$ cat src/rtl/per2axi_res_scheduler.sv
// Response-side scheduler for the peripheral-to-AXI bridge: per-ID tracking of
// in-flight transactions and round-robin sharing of the peripheral response port.
module per2axi_res_scheduler #(
    parameter int unsigned PER_ID_WIDTH   = 5,
    parameter int unsigned AXI_ID_WIDTH   = 3,
    parameter int unsigned AXI_ADDR_WIDTH = 32,
    parameter int unsigned AXI_DATA_WIDTH = 64
) (
    input  logic                              clk_i,
    input  logic                              rst_ni,
    input  logic                              trans_req_i,
    input  logic                              trans_we_i,
    input  logic [AXI_ID_WIDTH-1:0]           trans_id_i,
    input  logic [AXI_ADDR_WIDTH-1:0]         trans_add_i,
    output logic                              trans_gnt_o,
    input  logic                              axi_master_r_valid_i,
    input  logic [AXI_DATA_WIDTH-1:0]         axi_master_r_data_i,
    input  logic [1:0]                        axi_master_r_resp_i,
    input  logic [AXI_ID_WIDTH-1:0]           axi_master_r_id_i,
    output logic                              axi_master_r_ready_o,
    input  logic                              axi_master_b_valid_i,
    input  logic [1:0]                        axi_master_b_resp_i,
    input  logic [AXI_ID_WIDTH-1:0]           axi_master_b_id_i,
    output logic                              axi_master_b_ready_o,
    output logic                              per_slave_r_valid_o,
    output logic                              per_slave_r_opc_o,
    output logic [PER_ID_WIDTH-1:0]           per_slave_r_id_o,
    output logic [31:0]                       per_slave_r_rdata_o,
    output logic                              unexp_resp_o,
    output logic [$clog2(PER_ID_WIDTH+1)-1:0] outstanding_o,
    output logic                              busy_o
);

    localparam int unsigned CNT_W = $clog2(PER_ID_WIDTH + 1);

    logic [PER_ID_WIDTH-1:0] pend_q, we_q, a2_q;
    logic                    rr_q;
    logic [CNT_W-1:0]        cnt_q;
    logic                    valid_q, opc_q, unexp_q;
    logic [PER_ID_WIDTH-1:0] id_q;
    logic [31:0]             rdata_q;

    logic                    r_ready, b_ready, hs, gnt, match, sel_a2;
    logic [AXI_ID_WIDTH-1:0] hs_id;
    logic [1:0]              hs_resp;
    logic [PER_ID_WIDTH-1:0] grant_vec, retire_vec;
    logic [31:0]             rdata_sel;
    logic [CNT_W-1:0]        cnt_nxt;
    logic                    unused_bits;

    // Round-robin arbitration, grant check and response matching against the table
    always_comb begin
        r_ready    = axi_master_r_valid_i && (!axi_master_b_valid_i || !rr_q);
        b_ready    = axi_master_b_valid_i && (!axi_master_r_valid_i || rr_q);
        hs         = r_ready || b_ready;
        hs_id      = b_ready ? axi_master_b_id_i : axi_master_r_id_i;
        hs_resp    = b_ready ? axi_master_b_resp_i : axi_master_r_resp_i;
        gnt        = 1'b0;
        grant_vec  = '0;
        retire_vec = '0;
        sel_a2     = 1'b0;
        for (int unsigned i = 0; i < PER_ID_WIDTH; i++) begin
            if (trans_req_i && 32'(trans_id_i) == i && !pend_q[i]) begin
                gnt          = 1'b1;
                grant_vec[i] = 1'b1;
            end
            if (hs && 32'(hs_id) == i && pend_q[i] && (we_q[i] == b_ready)) begin
                retire_vec[i] = 1'b1;
            end
            if (32'(hs_id) == i) begin
                sel_a2 = a2_q[i];
            end
        end
        match     = |retire_vec;
        rdata_sel = b_ready ? 32'h0 :
                    (sel_a2 ? axi_master_r_data_i[63:32] : axi_master_r_data_i[31:0]);
        cnt_nxt   = cnt_q + CNT_W'(gnt) - CNT_W'(match);
    end

    always_ff @(posedge clk_i or negedge rst_ni) begin
        if (!rst_ni) begin
            pend_q  <= '0;
            we_q    <= '0;
            a2_q    <= '0;
            rr_q    <= 1'b0;
            cnt_q   <= '0;
            valid_q <= 1'b0;
            opc_q   <= 1'b0;
            id_q    <= '0;
            rdata_q <= '0;
            unexp_q <= 1'b0;
        end else begin
            pend_q  <= (pend_q | grant_vec) & ~retire_vec;
            we_q    <= (we_q & ~grant_vec) | (grant_vec & {PER_ID_WIDTH{trans_we_i}});
            a2_q    <= (a2_q & ~grant_vec) | (grant_vec & {PER_ID_WIDTH{trans_add_i[2]}});
            if (hs) begin
                rr_q <= r_ready;
            end
            cnt_q   <= cnt_nxt;
            valid_q <= match;
            opc_q   <= match & hs_resp[1];
            id_q    <= retire_vec;
            rdata_q <= match ? rdata_sel : 32'h0;
            unexp_q <= hs && !match;
        end
    end

    assign trans_gnt_o          = gnt;
    assign axi_master_r_ready_o = r_ready;
    assign axi_master_b_ready_o = b_ready;
    assign per_slave_r_valid_o  = valid_q;
    assign per_slave_r_opc_o    = opc_q;
    assign per_slave_r_id_o     = id_q;
    assign per_slave_r_rdata_o  = rdata_q;
    assign unexp_resp_o         = unexp_q;
    assign outstanding_o        = cnt_q;
    assign busy_o               = (cnt_q != '0);

    // Only address bit 2 and the error bit of each response are meaningful here
    assign unused_bits = ^{trans_add_i[AXI_ADDR_WIDTH-1:3], trans_add_i[1:0],
                           axi_master_r_resp_i[0], axi_master_b_resp_i[0]};

endmodule
$ cat config.mk
export PLATFORM = sky130hd
export DESIGN_NAME = per2axi_res_scheduler
export DESIGN_NICKNAME = d
export VERILOG_FILES = /design/src/rtl/per2axi_res_scheduler.sv
export SDC_FILE = /design/constraint.sdc
export NUM_CORES = 1
export LEC_CHECK = 0
export BUFFER_PORTS_ARGS = -buffer_cell sky130_fd_sc_hd__buf_4
export CORE_UTILIZATION = 45
export DETAILED_ROUTE_END_ITERATION = 10
export GPL_TIMING_DRIVEN = 0
export HOLD_SLACK_MARGIN = 0.15
export PLACE_DENSITY = 0.92
export SYNTH_ARGS = -nofsm -noshare
export SYNTH_HDL_FRONTEND = slang
export SYNTH_SLANG_ARGS = --single-unit
$ cat constraint.sdc
create_clock -name clk_i -period 3.45 [get_ports clk_i]
set_clock_uncertainty 0.15 [all_clocks]
set_input_delay 0.69 -clock clk_i [delete_from_list [all_inputs] [get_ports clk_i]]
set_output_delay 0.69 -clock clk_i [all_outputs]
set_load 0.02 [all_outputs]
# Word-level counts from Yosys, hierarchy flattened
# Index checks and enable logic that the tools add are counted.
[totals] reg_bits=59 inputBits=115 out_inout_bits=47 elab_cells=104
[op_classes] add_sub_neg=2 eq_ne=13 mux=24 bitwise=11 reduce_logical=44
[ops] operator="32-bit two-way mux" count=3
[ops] operator="1-bit logical AND" count=28
[ops] operator="5-bit AND" count=5
[ops] operator="1-bit two-way mux" count=19
[ops] operator="5-bit bitwise OR" count=3
[ops] operator="3-bit by 2-bit == test with 1-bit output, second input constant" count=4
[ops] operator="5-bit NOT" count=2
[ops] operator="1-bit logical NOT" count=9
[ops] operator="3-bit by 1-bit == test with 1-bit output, second input constant" count=2
[ops] operator="3-bit == test, second input constant" count=2
[ops] operator="3-bit logical NOT" count=2
[ops] operator="1-bit == test" count=5
[ops] operator="5-bit OR reduction" count=1
[ops] operator="3-bit by 1-bit adder with 3-bit output" count=1
[ops] operator="1-bit logical OR" count=3
[ops] operator="3-bit two-way mux" count=1
[ops] operator="3-bit nonzero test" count=1
[ops] operator="3-bit by 1-bit subtractor with 3-bit output" count=1
[ops] operator="2-bit two-way mux" count=1
[ops] operator="1-bit AND" count=1

# Logic depth before layout (Yosys ltp)
[depth] depth_word=13 depth_mapped=14 mapped_depth_nobuf=12

# Worst setup path before layout
# Ideal clock, no wire load.
[synth_timing] path_type="input port to flip-flop" startpoint="input port axi_master_b_valid_i" endpoint="register cnt_q[2] (netlist: outstanding_o[2])" setup_ns=0.129 arrival_time_ns=3.103 required_time_ns=3.171 setup_slack_ns=0.068 cell_stages=14 path_buffers=2 path_cell_list="buf_6 inv_4 buf_6 o21ai_4 nand2_4 nor4bb_4 or4_4 ha_1 inv_1 ha_1 inv_1 fa_1 xnor2_1 xnor2_1"
[synth_between] elab_chain_len=10 word_cells_on_any_way=38 classes_between="1 x add/sub; 9 x eq/ne; 6 x mux; 22 x reduce/logical"
[synth_lines] element="from (decl)" line="21" source="input logic axi_master_b_valid_i,"
[synth_lines] element="parallel branches: the longest is 6 deep, another holds 3-bit two-way mux"
[synth_lines] element="1-bit logical AND (*)" line="67" source="if (hs && 32'(hs_id) == i && pend_q[i] && (we_q[i] == b_ready)) begin"
[synth_lines] element="1-bit two-way mux (*)" line="67"
[synth_lines] element="net retire_vec[1]" line="46" source="logic [PER_ID_WIDTH-1:0] grant_vec, retire_vec;"
[synth_lines] element="5-bit OR reduction (*)" line="74" source="match = |retire_vec;"
[synth_lines] element="net match" line="43" source="logic r_ready, b_ready, hs, gnt, match, sel_a2;"
[synth_lines] element="3-bit by 1-bit subtractor with 3-bit output (*)" line="77" source="cnt_nxt = cnt_q + CNT_W'(gnt) - CNT_W'(match);"
[synth_lines] element="net cnt_nxt[2]" line="48" source="logic [CNT_W-1:0] cnt_nxt;"
[synth_lines] element="to (signal assigned)" line="99" source="cnt_q <= cnt_nxt;"
[synth_lines] element="to (decl)" line="38" source="logic [CNT_W-1:0] cnt_q;"
# Mark *: on every way through the listed nets, which the timed path passes.
# A chain may end at the register's enable or synchronous reset.

# Worst setup path in the final report
[layout_timing] startpoint="input port axi_master_r_valid_i" endpoint="register cnt_q[2] (netlist: outstanding_o[2])"
[layout_between] elab_chain_len=11 word_cells_on_any_way=38 classes_between="1 x add/sub; 9 x eq/ne; 6 x mux; 22 x reduce/logical"
[layout_lines] element="from (decl)" line="16" source="input logic axi_master_r_valid_i,"
[layout_lines] element="1-bit logical NOT" line="54" source="b_ready = axi_master_b_valid_i && (!axi_master_r_valid_i || rr_q);"
[layout_lines] element="1-bit logical OR" line="54"
[layout_lines] element="1-bit logical AND" line="54"
[layout_lines] element="3-bit two-way mux" line="56" source="hs_id = b_ready ? axi_master_b_id_i : axi_master_r_id_i;"
[layout_lines] element="3-bit by 1-bit == test with 1-bit output" line="67"
[layout_lines] element="1-bit logical AND (2 in a row)" line="67"
[layout_lines] element="1-bit logical AND (*)" line="67"
[layout_lines] element="1-bit two-way mux (*)" line="67"
[layout_lines] element="net retire_vec[1]" line="46"
[layout_lines] element="5-bit OR reduction (*)" line="74"
[layout_lines] element="net match" line="43"
[layout_lines] element="3-bit by 1-bit subtractor with 3-bit output (*)" line="77"
[layout_lines] element="net cnt_nxt[2]" line="48"
# The timed path passes the listed nets; every way through them passes the cells marked *.

==> impl_metrics.tcl <==
set metrics [dict create \
    fin_ws_ns 0.182 \
    critical_path.top_delay_family "simple AND/OR/NAND/NOR gates" \
    synth_top_area_cell "dfrtp_1" \
    final-seq-area_um2 1480 \
    design_area_um2 4270 \
    slew_headroom_pct 51.5 \
    place_area_um2 4020 \
    synth_edf_count 0 \
    tightest_slew_ns 0.727 \
    cp_slowest_stage_delay_ns 0.55 \
    vias 2390 \
    rsz0062_at_grt "no" \
    fin_tns_setup_ns 0 \
    vdd_drop_max_uv 439 \
    clock-root-buffer "clkbuf_8" \
    crit_buf_inv 4 \
    ctsHoldBuffers 0 \
    final-setup-viol-count 0 \
    grt_pass1_wl_mm 11.4 \
    area_growth_pct 43.7 \
    synth_top_cell_area_share_pct 49.7 \
    reg2reg_setup_slack_ns 0.25 \
    multi_input_area_um2 1340 \
    die_h_um 83.3 \
    first_iter_violations 139 \
    required_ns 3.55 \
    path_max_fanout 10 \
    postSynthAreaPerCell_um2 12.2 \
    wl_mm 6.75 \
    drive_gt1_share_pct 53.9 \
    syn-instance-count 243 \
    die_w_um 83.3 \
    crit_chain "buf_4, nor2b_1, buf_6, o21ai_4, nand2_4, nor4bb_4, or4_4, ha_1, inv_1, ha_1, inv_1, fa_1, xnor2_1, xnor2_1" \
    grtUsageMet3_pct 7.26 \
    grt.overflow.total 0 \
    start_kind "input port" \
    grt_util_all_layers_pct 21.1 \
    layout.nets 499 \
    cp.depth 14 \
    hpwlAfterDp_mm 5.17 \
    cts_buffer_depth 2 \
    report.final.slew_viol_count 0 \
    fmax_mhz 306 \
    cts_tree "done" \
    synthArstFlopShare_pct 100 \
    ioPinCount 162 \
    critical_path_class "in2reg" \
    finalHoldViolCount 0 \
    worst_ep_arrival_time_ns 3.37 \
    synth_area_um2 2970 \
    post_cts_buffers 0 \
    wl_per_cell_um 14.6 \
    drtPass1Iterations 4 \
    ys_top_cells_by_area "dfrtp_1 50%, mux2i_1 11%, nor2_2 6.3%" \
    synth_seq_area_share_pct 49.7 \
    r2r_cells 13 \
    status "complete, no violations" \
    timing.final.crit_share_pct 94.7 \
    grt_use_met2_pct 33.7 \
    p_leak_nw 2.09 \
    ys_warn_count 0 \
    antenna_found_initial 0 \
    endpoint "outstanding_o[2]$_DFF_PN0_" \
    gp_congestion 0.893 \
    endpoint_kind "flop" \
    cts_buffers 9 \
    insertion_delay_ns 0.33 \
    layout_commonest_cell "buf_4" \
    post-route-min-period_ns 3.27 \
    grt_max_degree 60 \
    clock_sinks 59 \
    crit_path_start "axi_master_r_valid_i" \
    cts_resized 0 \
    syn_nets 361 \
    initial_core_util_pct 46.8 \
    diodes 0 \
    yosysUniqueCellTypes 46 \
    die_area_um2 6930 \
    powerDensity_nw_per_um2 642 \
    drc 0 \
    cap_violations 0 \
    routed_via_density 5.16 \
    grt_pass1_vias 2509 \
    r2r-end "outstanding_o[2]$_DFF_PN0_" \
    final_cell_mix "128 x buf_4, 59 x dfrtp_1, 32 x mux2i_1, 30 x nor2_2" \
    ant_nets 0 \
    io_buffer_count 127 \
    ys.flop_type "dfrtp_1" \
    fill_cells 486 \
    dpl_worst_slack_ns -0.168 \
    top_usage_layer "met2" \
    clk_pin_slew_ns 0.07 \
    use_met1_pct 25.1 \
    finalCoreUtilization_pct 67.3 \
    synth.ff_latch_count 59 \
    min-delay-path-class "in2async" \
    row_count 29 \
    htreeDepth 3 \
    crit_path_top_delay_cell "or4_4" \
    coreArea_um2 6350 \
    r2r-start "rr_q$_DFFE_PN0N_" \
]
-- through the flow --
step	std cells	hold WS [ns]	power, W
finish	463	0.257	0.00274
global route	463	0.314	0.00290
CTS	463	0.290	0.00277
detailed placement	447	0.331	0.00198
global placement	447	0.333	0.00194
floorplan	243	0.244	0.00163
-- metal layers --
layer / up-vias / share of wire (%)
met5: - / 0
met4: 0 / 2.9
met3: 18 / 8.9
li1: 1125 / -
met2: 117 / 49
met1: 1130 / 39
-- worst register-to-register path, cell delays in order (launching register included) --
cell and delay (ns):
dfrtp_1 0.41, nor2b_1 0.15, buf_6 0.18, nor4b_1 0.07, o221ai_1 0.28, o221ai_2 0.19
or4_4 0.47, ha_1 0.30, inv_1 0.06, ha_1 0.14, inv_1 0.05, fa_1 0.38
xnor2_1 0.18, xnor2_1 0.13
-- area by class of cell --
class,instances,share of cell area [%]
Buffer,10,2.55
Clock buffer,10,3.22
Clock inverter,6,2.61
Inverter,12,1.11
Multi-Input combinational cell,162,31.4
Sequential cell,59,34.6
Tap cell,77,2.26
Timing Repair Buffer,127,22.3
-- worst min-delay path by stage --
stage	end	startpoint	depth (start not counted)
CTS	rr_q$_DFFE_PN0N_	rst_ni	1
global route	outstanding_o[1]$_DFF_PN0_	rst_ni	1
finish	rr_q$_DFFE_PN0N_	rst_ni	1
floorplan	asynchronous set/reset pin	rst_ni	0
detailed placement	outstanding_o[2]$_DFF_PN0_	outstanding_o[2]$_DFF_PN0_	1
global placement	outstanding_o[2]$_DFF_PN0_	outstanding_o[2]$_DFF_PN0_	1
-- synth_stat cells (all sizes together), types with 5 or more instances --
library cell,number
dfrtp,59
nor2,40
mux2i,32
nand2,13
inv,12
buf,10
mux2,10
nand2b,8
nor4,6
a21oi,5
nand3,5
xnor2,5
-- cells by family after synthesis --
logic type	Yosys count	share of synthesized area, %
AND/OR/NAND/NOR	85	18.7
adder cells (fa/ha/maj)	3	1.52
XOR/XNOR	5	1.47
multiplexers	42	14.6
AO/OA/AOI/OAI	27	8.84
buffers and inverters	22	5.26
flip-flops	59	49.7
-- where the power goes --
group | internal [W] | leakage, nW | switching (W)
Sequential | 0.000862 | 0.772 | 0.000114
Combinational | 0.000488 | 1.19 | 0.000498
Clock | 0.000501 | 0.123 | 0.000278
(Power assumes the default switching activity.)
